[config.mk]
export PLATFORM = sky130hd
export DESIGN_NAME = fifo_word_serializer_flat
export DESIGN_NICKNAME = d
export VERILOG_FILES = /design/src/rtl/fifo_word_serializer_if.sv /design/src/rtl/fifo_word_serializer.sv /design/src/flat_wrapper.sv
export SDC_FILE = /design/constraint.sdc
export NUM_CORES = 1
export LEC_CHECK = 0
export CAP_MARGIN = 20
export CORE_ASPECT_RATIO = 0.6
export CORE_MARGIN = 3
export CORE_UTILIZATION = 50
export DETAILED_ROUTE_END_ITERATION = 16
export PLACE_DENSITY = 0.76
export SYNTH_ARGS = -nofsm -noshare
export SYNTH_HDL_FRONTEND = slang
export SYNTH_SLANG_ARGS = --single-unit
[constraint.sdc]
create_clock -name clk_i -period 1.9 [get_ports clk_i]
set_clock_uncertainty 0.05 [all_clocks]
set_input_delay 0.285 -clock clk_i [delete_from_list [all_inputs] [get_ports clk_i]]
set_output_delay 0.285 -clock clk_i [all_outputs]
set_load 0.01 [all_outputs]
[src/rtl/fifo_word_serializer_if.sv]
// Bundle between the serializer, the fsfifo read port and the downstream slice stream.
// master = serializer side, slave = FIFO/stream-partner side.
interface fifo_word_serializer_if #(
    parameter int WIDTH     = 32,
    parameter int OUT_WIDTH = 8
);
    logic                 fifo_empty_i;
    logic                 fifo_rd_o;
    logic [WIDTH-1:0]     fifo_data_i;
    logic                 m_valid_o;
    logic                 m_ready_i;
    logic [OUT_WIDTH-1:0] m_data_o;
    logic                 m_last_o;

    modport master (
        input  fifo_empty_i, fifo_data_i, m_ready_i,
        output fifo_rd_o, m_valid_o, m_data_o, m_last_o
    );

    modport slave (
        output fifo_empty_i, fifo_data_i, m_ready_i,
        input  fifo_rd_o, m_valid_o, m_data_o, m_last_o
    );
endinterface

[src/rtl/fifo_word_serializer.sv]
// Drains WIDTH-bit words from an fsfifo read port and streams them as OUT_WIDTH-bit slices.
// A one-word prefetch register hides the FIFO's one-cycle read latency.
module fifo_word_serializer #(
    parameter int WIDTH     = 32,
    parameter int OUT_WIDTH = 8,
    parameter bit MSB_FIRST = 1'b0
) (
    input  logic                   clk_i,
    input  logic                   reset_ni,
    input  logic                   flush_i,
    fifo_word_serializer_if.master bus,
    output logic                   busy_o
);
    localparam int N  = WIDTH / OUT_WIDTH;
    localparam int CW = (N > 1) ? $clog2(N) : 1;
    localparam logic [CW-1:0] LAST_CNT = CW'(N - 1);

    generate
        if (((WIDTH % OUT_WIDTH) != 0) || (OUT_WIDTH > WIDTH)) begin : g_bad_width
            $error("fifo_word_serializer: WIDTH must be a positive multiple of OUT_WIDTH");
        end
    endgenerate

    function automatic logic [OUT_WIDTH-1:0] slice_of(input logic [WIDTH-1:0] word,
                                                      input logic [CW-1:0]    cnt);
        logic [CW-1:0] idx;
        if (MSB_FIRST) begin
            idx = LAST_CNT - cnt;
        end else begin
            idx = cnt;
        end
        return word[int'(idx) * OUT_WIDTH +: OUT_WIDTH];
    endfunction

    logic [WIDTH-1:0]     w_r, w_s, p_r, p_s;
    logic [CW-1:0]        cnt_r, cnt_s;
    logic                 wv_r, wv_s, pv_r, pv_s, pend_r;
    logic [OUT_WIDTH-1:0] m_data_r, m_data_s;
    logic                 m_last_r, m_last_s;
    logic [1:0]           occ_s;
    logic                 rd_s, accept_s, retire_s, w_free_s;

    // Read request: reset also gates it so fifo_rd_o is low for the whole reset window.
    always_comb begin
        occ_s    = {1'b0, wv_r} + {1'b0, pv_r} + {1'b0, pend_r};
        rd_s     = reset_ni && !bus.fifo_empty_i && !flush_i && (occ_s < 2'd2);
        accept_s = wv_r && bus.m_ready_i;
        retire_s = accept_s && (cnt_r == LAST_CNT);
        w_free_s = !wv_r || retire_s;
    end

    // Next state: the prefetched word refills W before freshly returned FIFO data.
    always_comb begin
        w_s   = w_r;
        p_s   = p_r;
        cnt_s = cnt_r;
        wv_s  = wv_r;
        pv_s  = pv_r;
        if (flush_i) begin
            wv_s  = 1'b0;
            pv_s  = 1'b0;
            cnt_s = {CW{1'b0}};
        end else if (w_free_s) begin
            if (pv_r) begin
                w_s   = p_r;
                wv_s  = 1'b1;
                cnt_s = {CW{1'b0}};
                pv_s  = pend_r;
                if (pend_r) begin
                    p_s = bus.fifo_data_i;
                end else begin
                    p_s = p_r;
                end
            end else if (pend_r) begin
                w_s   = bus.fifo_data_i;
                wv_s  = 1'b1;
                cnt_s = {CW{1'b0}};
            end else begin
                wv_s  = 1'b0;
                cnt_s = {CW{1'b0}};
            end
        end else begin
            if (accept_s) begin
                cnt_s = cnt_r + CW'(1);
            end else begin
                cnt_s = cnt_r;
            end
            if (pend_r) begin
                p_s  = bus.fifo_data_i;
                pv_s = 1'b1;
            end else begin
                pv_s = pv_r;
            end
        end
        m_data_s = slice_of(w_s, cnt_s);
        m_last_s = wv_s && (cnt_s == LAST_CNT);
    end

    // State and output registers; the slice is registered from next-state W/cnt.
    always_ff @(posedge clk_i or negedge reset_ni) begin
        if (!reset_ni) begin
            w_r      <= {WIDTH{1'b0}};
            p_r      <= {WIDTH{1'b0}};
            cnt_r    <= {CW{1'b0}};
            wv_r     <= 1'b0;
            pv_r     <= 1'b0;
            pend_r   <= 1'b0;
            m_data_r <= {OUT_WIDTH{1'b0}};
            m_last_r <= 1'b0;
        end else begin
            w_r      <= w_s;
            p_r      <= p_s;
            cnt_r    <= cnt_s;
            wv_r     <= wv_s;
            pv_r     <= pv_s;
            pend_r   <= rd_s;
            m_data_r <= m_data_s;
            m_last_r <= m_last_s;
        end
    end

    assign bus.fifo_rd_o = rd_s;
    assign bus.m_valid_o = wv_r;
    assign bus.m_data_o  = m_data_r;
    assign bus.m_last_o  = m_last_r;
    assign busy_o        = wv_r || pv_r || pend_r;

endmodule

[src/flat_wrapper.sv]
// flat-port wrapper written by rule: the top's interface ports become plain ports
module fifo_word_serializer_flat 
#(
    parameter int WIDTH     = 32,
    parameter int OUT_WIDTH = 8,
    parameter bit MSB_FIRST = 1'b0
)
  (clk_i, reset_ni, flush_i, busy_o, bus_fifo_empty_i, bus_fifo_data_i, bus_m_ready_i, bus_fifo_rd_o, bus_m_valid_o, bus_m_data_o, bus_m_last_o);
  fifo_word_serializer_if #(.WIDTH(WIDTH), .OUT_WIDTH(OUT_WIDTH)) bus_i ();
  input  logic clk_i;
  input  logic reset_ni;
  input  logic flush_i;
  output logic busy_o;
  input wire logic [$bits(bus_i.fifo_empty_i)-1:0] bus_fifo_empty_i;
  input wire logic [$bits(bus_i.fifo_data_i)-1:0] bus_fifo_data_i;
  input wire logic [$bits(bus_i.m_ready_i)-1:0] bus_m_ready_i;
  output wire logic [$bits(bus_i.fifo_rd_o)-1:0] bus_fifo_rd_o;
  output wire logic [$bits(bus_i.m_valid_o)-1:0] bus_m_valid_o;
  output wire logic [$bits(bus_i.m_data_o)-1:0] bus_m_data_o;
  output wire logic [$bits(bus_i.m_last_o)-1:0] bus_m_last_o;
  assign bus_i.fifo_empty_i = bus_fifo_empty_i;
  assign bus_i.fifo_data_i = bus_fifo_data_i;
  assign bus_i.m_ready_i = bus_m_ready_i;
  assign bus_fifo_rd_o = bus_i.fifo_rd_o;
  assign bus_m_valid_o = bus_i.m_valid_o;
  assign bus_m_data_o = bus_i.m_data_o;
  assign bus_m_last_o = bus_i.m_last_o;
  fifo_word_serializer #(.WIDTH(WIDTH), .OUT_WIDTH(OUT_WIDTH), .MSB_FIRST(MSB_FIRST)) u_core (.clk_i(clk_i), .reset_ni(reset_ni), .flush_i(flush_i), .bus(bus_i), .busy_o(busy_o));
endmodule
==> flow_summary.rst <==
.. list-table::
   :header-rows: 1

   * - Metric
     - Value
   * - Floorplan core area
     - 0.00754 mm2
   * - Worst vdd ir
     - 0.559 mV
   * - Worst-case headroom to the max-slew limit
     - 33.2%
   * - Footprint of the multi-input gates
     - 0.00211 mm2
   * - Outcome
     - finished with violations
   * - Number of inserted diodes
     - 0
   * - Post-synthesis sequential element count
     - 78
   * - Endpoint of the lowest-slack register-to-register path
     - u_core.bus.m_data_o[4]
   * - Maximum buffer depth of the clock tree
     - 2
   * - Sw Ratio
     - 24.9%
   * - Depth of the critical timing path with buffers and inverters included
     - 4
   * - Net count after synthesis
     - 380
   * - Mean post-synth cell area
     - 11.8 um2
   * - Total net switching power
     - 0.00120 W
   * - WL/cell
     - 19.8 um
   * - Unrepaired setup endpoints after global routing
     - yes
   * - Highest net fanout along the worst path
     - 2
   * - Fmax
     - 499 MHz
   * - Worst min path class
     - in -> async
   * - Via count
     - 3158
   * - Clock input transition at the sequential cells of the worst setup and hold paths
     - 0.06 ns
   * - Cell leakage power
     - 2.36 nW
   * - Number of maximum-capacitance violations
     - 0
   * - TritonCTS clock tree
     - yes
   * - Pre-CTS setup slack
     - -0.465 ns
   * - Slowest stage cell, crit path
     - or4b_4
   * - Power Density
     - 876 mW/mm2
   * - Final nets
     - 457
   * - Number of input and output port buffers inserted
     - 48
   * - Initial antenna violation count
     - 0
   * - Relative contribution of the clock network to total power
     - 36.4%
   * - Number of placed instances with taps included
     - 500
   * - Fraction of layout instances using a drive strength above 1
     - 34.0%
   * - Startpoint of the lowest-slack register-to-register path
     - u_core.cnt_r[1]
   * - Gr usage total
     - 22.2%
   * - Initial core utilization
     - 53.3%
   * - Top-Level Pins
     - 49
   * - Total gr overflow
     - 0
   * - Cell chosen for the clock root
     - clkbuf_16
   * - Register area
     - 0.00195 mm2
   * - Netlist Area Pre-Place
     - 0.00402 mm2
   * - Cell-by-cell trace of the critical path
     - ha_2, or4b_4, a21oi_4, buf_6
   * - Via density per instance
     - 5.99
   * - Site row count
     - 24
   * - Share of power burned in combinational logic
     - 18.9%
   * - Crit path buffers/inverters
     - 1
   * - Setup slack of the most critical reg-to-reg path
     - -0.03 ns
   * - Class of the most critical setup path
     - reg -> out
   * - Routability-driven placement congestion ratio
     - 0.863
   * - Setup ws final
     - -0.102 ns
   * - Filler Cells Inserted
     - 500
   * - Post-Synthesis Cells
     - 341
   * - Die height
     - 75.5 um
   * - Sequential share of power
     - 44.7%
   * - Failing checks
     - setup timing
   * - Min cycle time layout
     - 2.00 ns
   * - Req. time, crit path
     - 1.56 ns
   * - Startpoint types
     - register
   * - Crit path max-delay family
     - simple AND/OR/NAND/NOR gates
   * - Tightest Pin Transition
     - 1.00 ns
   * - Highest Signal Layer
     - met4
   * - Sum of met2 wire segment lengths after detailed routing
     - 4740 um
   * - Depth of the worst register-to-register path
     - 7
   * - Post-Route Hold Slack
     - 0.149 ns
   * - Worst EP arrival
     - 1.67 ns
   * - Horizontal die dimension
     - 122 um
   * - Latest clock arrival within the worst-skew pair
     - 0.34 ns
   * - Deepest level of the CTS H-tree
     - 3
   * - Biggest area consumer among synthesized cells
     - dfrtp_1
   * - DRC
     - 0
   * - Synth-to-layout area growth
     - 37.2%
   * - Count of endpoints failing setup in the final report
     - 24
   * - Dpl hpwl
     - 6460 um
   * - Top cells by area, synth
     - dfrtp_1 (49%), mux2_4 (11%), o211a_1 (3.5%), nand3b_1 (3.4%), o2111ai_1 (3.3%)
   * - Count of clock tree sinks
     - 78
   * - Wire length on met3
     - 633 um
   * - First-pass GRT wire length
     - 15500 um
   * - Total number of yosys warnings
     - 0
   * - Pin count of the biggest net entering global routing
     - 79
   * - DRC violation total after the first TritonRoute iteration
     - 315
   * - Number of global-route vias before repair
     - 3015
   * - Number of nets with antenna violations after detailed routing
     - 0
   * - Detailed Route WL
     - 10400 um
   * - Share of the yosys chip area belonging to registers
     - 48.6%
   * - Delay of the slowest cell on the worst path
     - 0.50 ns
   * - Number of buffers added by the clock tree synthesis step
     - 9
   * - Number of standard cells in the final layout excluding fillers
     - 527
   * - Total count of max-transition violations in the final report
     - 0
   * - Wire length the detailed router placed on met1
     - 4950 um
   * - Die Outline Area
     - 0.00919 mm2
   * - Kind of capture point of the worst setup path
     - primary output
   * - Sum of negative setup slack
     - -0.449 ns
   * - Library cells used by synthesis
     - 41
   * - Area fraction of the dominant cell type after synthesis
     - 48.6%
   * - Pre-antenna DRT Iters
     - 4
   * - Internal power of the cells
     - 0.00363 W
   * - Final clock period utilization by the worst path
     - 105%
   * - Final Hold Vio Count
     - 0
-- kinds of logic (layout without fill, tap and decap cells) --
| logic type | after synthesis | in the layout | share of synthesized area (%) |
|---|---|---|---|
| simple gates | 104 | 104 | 16.5 |
| flops | 78 | 78 | 48.6 |
| mux | 32 | 32 | 11.8 |
| compound gates | 95 | 95 | 18.9 |
| buf+inv | 30 | 112 | 3.73 |
| fa+ha+maj | 2 | 2 | 0.622 |
-- cell usage after synthesis, drive strengths merged --
cell / count
dfrtp: 78
mux2: 32
nand3b: 18
a21boi: 17
nand2: 17
o21ai: 17
or2: 17
or3: 17
a211oi: 16
o2111ai: 15
buf: 14
o211a: 14
or4: 14
clkbuf: 13
nand4: 7
a21oi: 6
nand2b: 6
inv: 3
a21bo: 2
ha: 2
nor2b: 2
o221ai: 2
a2111oi: 1
a221oi: 1
a41o: 1
and3b: 1
nor2: 1
nor3: 1
nor3b: 1
o2111a: 1
o21ba: 1
o22a: 1
or3b: 1
or4b: 1
-- worst max-delay path by stage --
stage                      to            startpoint
4_1_cts         bus_fifo_rd_o  u_core.bus.m_valid_o
3_5_place_dp    bus_fifo_rd_o               flush_i
2_1_floorplan  u_core.p_r[10]       u_core.cnt_r[0]
3_3_place_gp    bus_fifo_rd_o               flush_i
6_report        bus_fifo_rd_o         u_core.pend_r
5_1_grt         bus_fifo_rd_o  u_core.bus.m_valid_o
-- repair_timing --
action,4_1_cts,5_1_grt
pin swaps,3,14
gates cloned,2,3
setup buffers,2,5
hold buffers,0,0
setup endpoints to repair,43,44
gates resized for setup,21,55
-- power by group through the flow --
| stage | clock, W | combinational, W | sequential (W) |
|---|---|---|---|
| floorplan | 0 | 0.000482 | 0.00213 |
| global placement | 0 | 0.000809 | 0.00214 |
| detailed placement | 0 | 0.000833 | 0.00215 |
| CTS | 0.00177 | 0.000854 | 0.00213 |
| global route | 0.00183 | 0.000988 | 0.00218 |
| finish | 0.00176 | 0.000912 | 0.00216 |
-- flip-flops by register name, indices dropped and copies added (netlist names) --
register              flops
u_core.pend_r             1
u_core.bus.m_last_o       1
u_core.bus.m_valid_o      1
u_core.p_r               32
u_core.pv_r               1
u_core.bus.m_data_o       8
u_core.cnt_r              2
u_core.w_r               32
-- metal layers --
metal  global-route usage (%)  up-vias
met5                        0        -
met4                     6.96        0
met3                     5.42       12
met2                     33.1       89
met1                     32.4     1599
li1                         -     1458
-- layout by cell type (no fill, tap or decap), types with 4 or more instances in the layout --
cell type,n
a211oi_1,15
a21boi_0,15
a21oi_1,5
buf_12,8
buf_4,25
buf_6,9
clkbuf_16,11
clkdlybuf4s50_1,45
dfrtp_1,77
mux2_4,30
nand2_1,17
nand2b_1,6
nand3b_1,18
nand4_1,7
o2111ai_1,6
o2111ai_2,8
o211a_1,14
o21ai_0,5
o21ai_1,8
o21ai_2,4
or2_2,13
or3_1,13
or3_4,4
or4_1,12
-- worst reg2reg max path: stages, from the launching register on --
cell       delay, ns
dfrtp_1         0.41
ha_4            0.19
buf_6           0.12
nand3b_1        0.20
a221oi_2        0.36
buf_4           0.25
o2111ai_4       0.14
nand4_1         0.14
-- per-stage QoR --
step,total power [W],util [%],area (um2)
2_1_floorplan,0.00262,-,4020
4_1_cts,0.00476,68.9,5200
3_3_place_gp,0.00295,64.1,4830
5_1_grt,0.00501,73.2,5520
3_5_place_dp,0.00299,64.1,4830
6_report,0.00483,73.2,5520
-- area by class of cell --
type,count,area share (%)
multi-input cells,233,38.3
flip-flops and latches,78,35.4
repair buffers,93,18.2
clock buffers,13,4.72
well taps,104,2.36
clock inverters,3,0.771
inverters,3,0.204
Power figures use the tool's default switching activity.
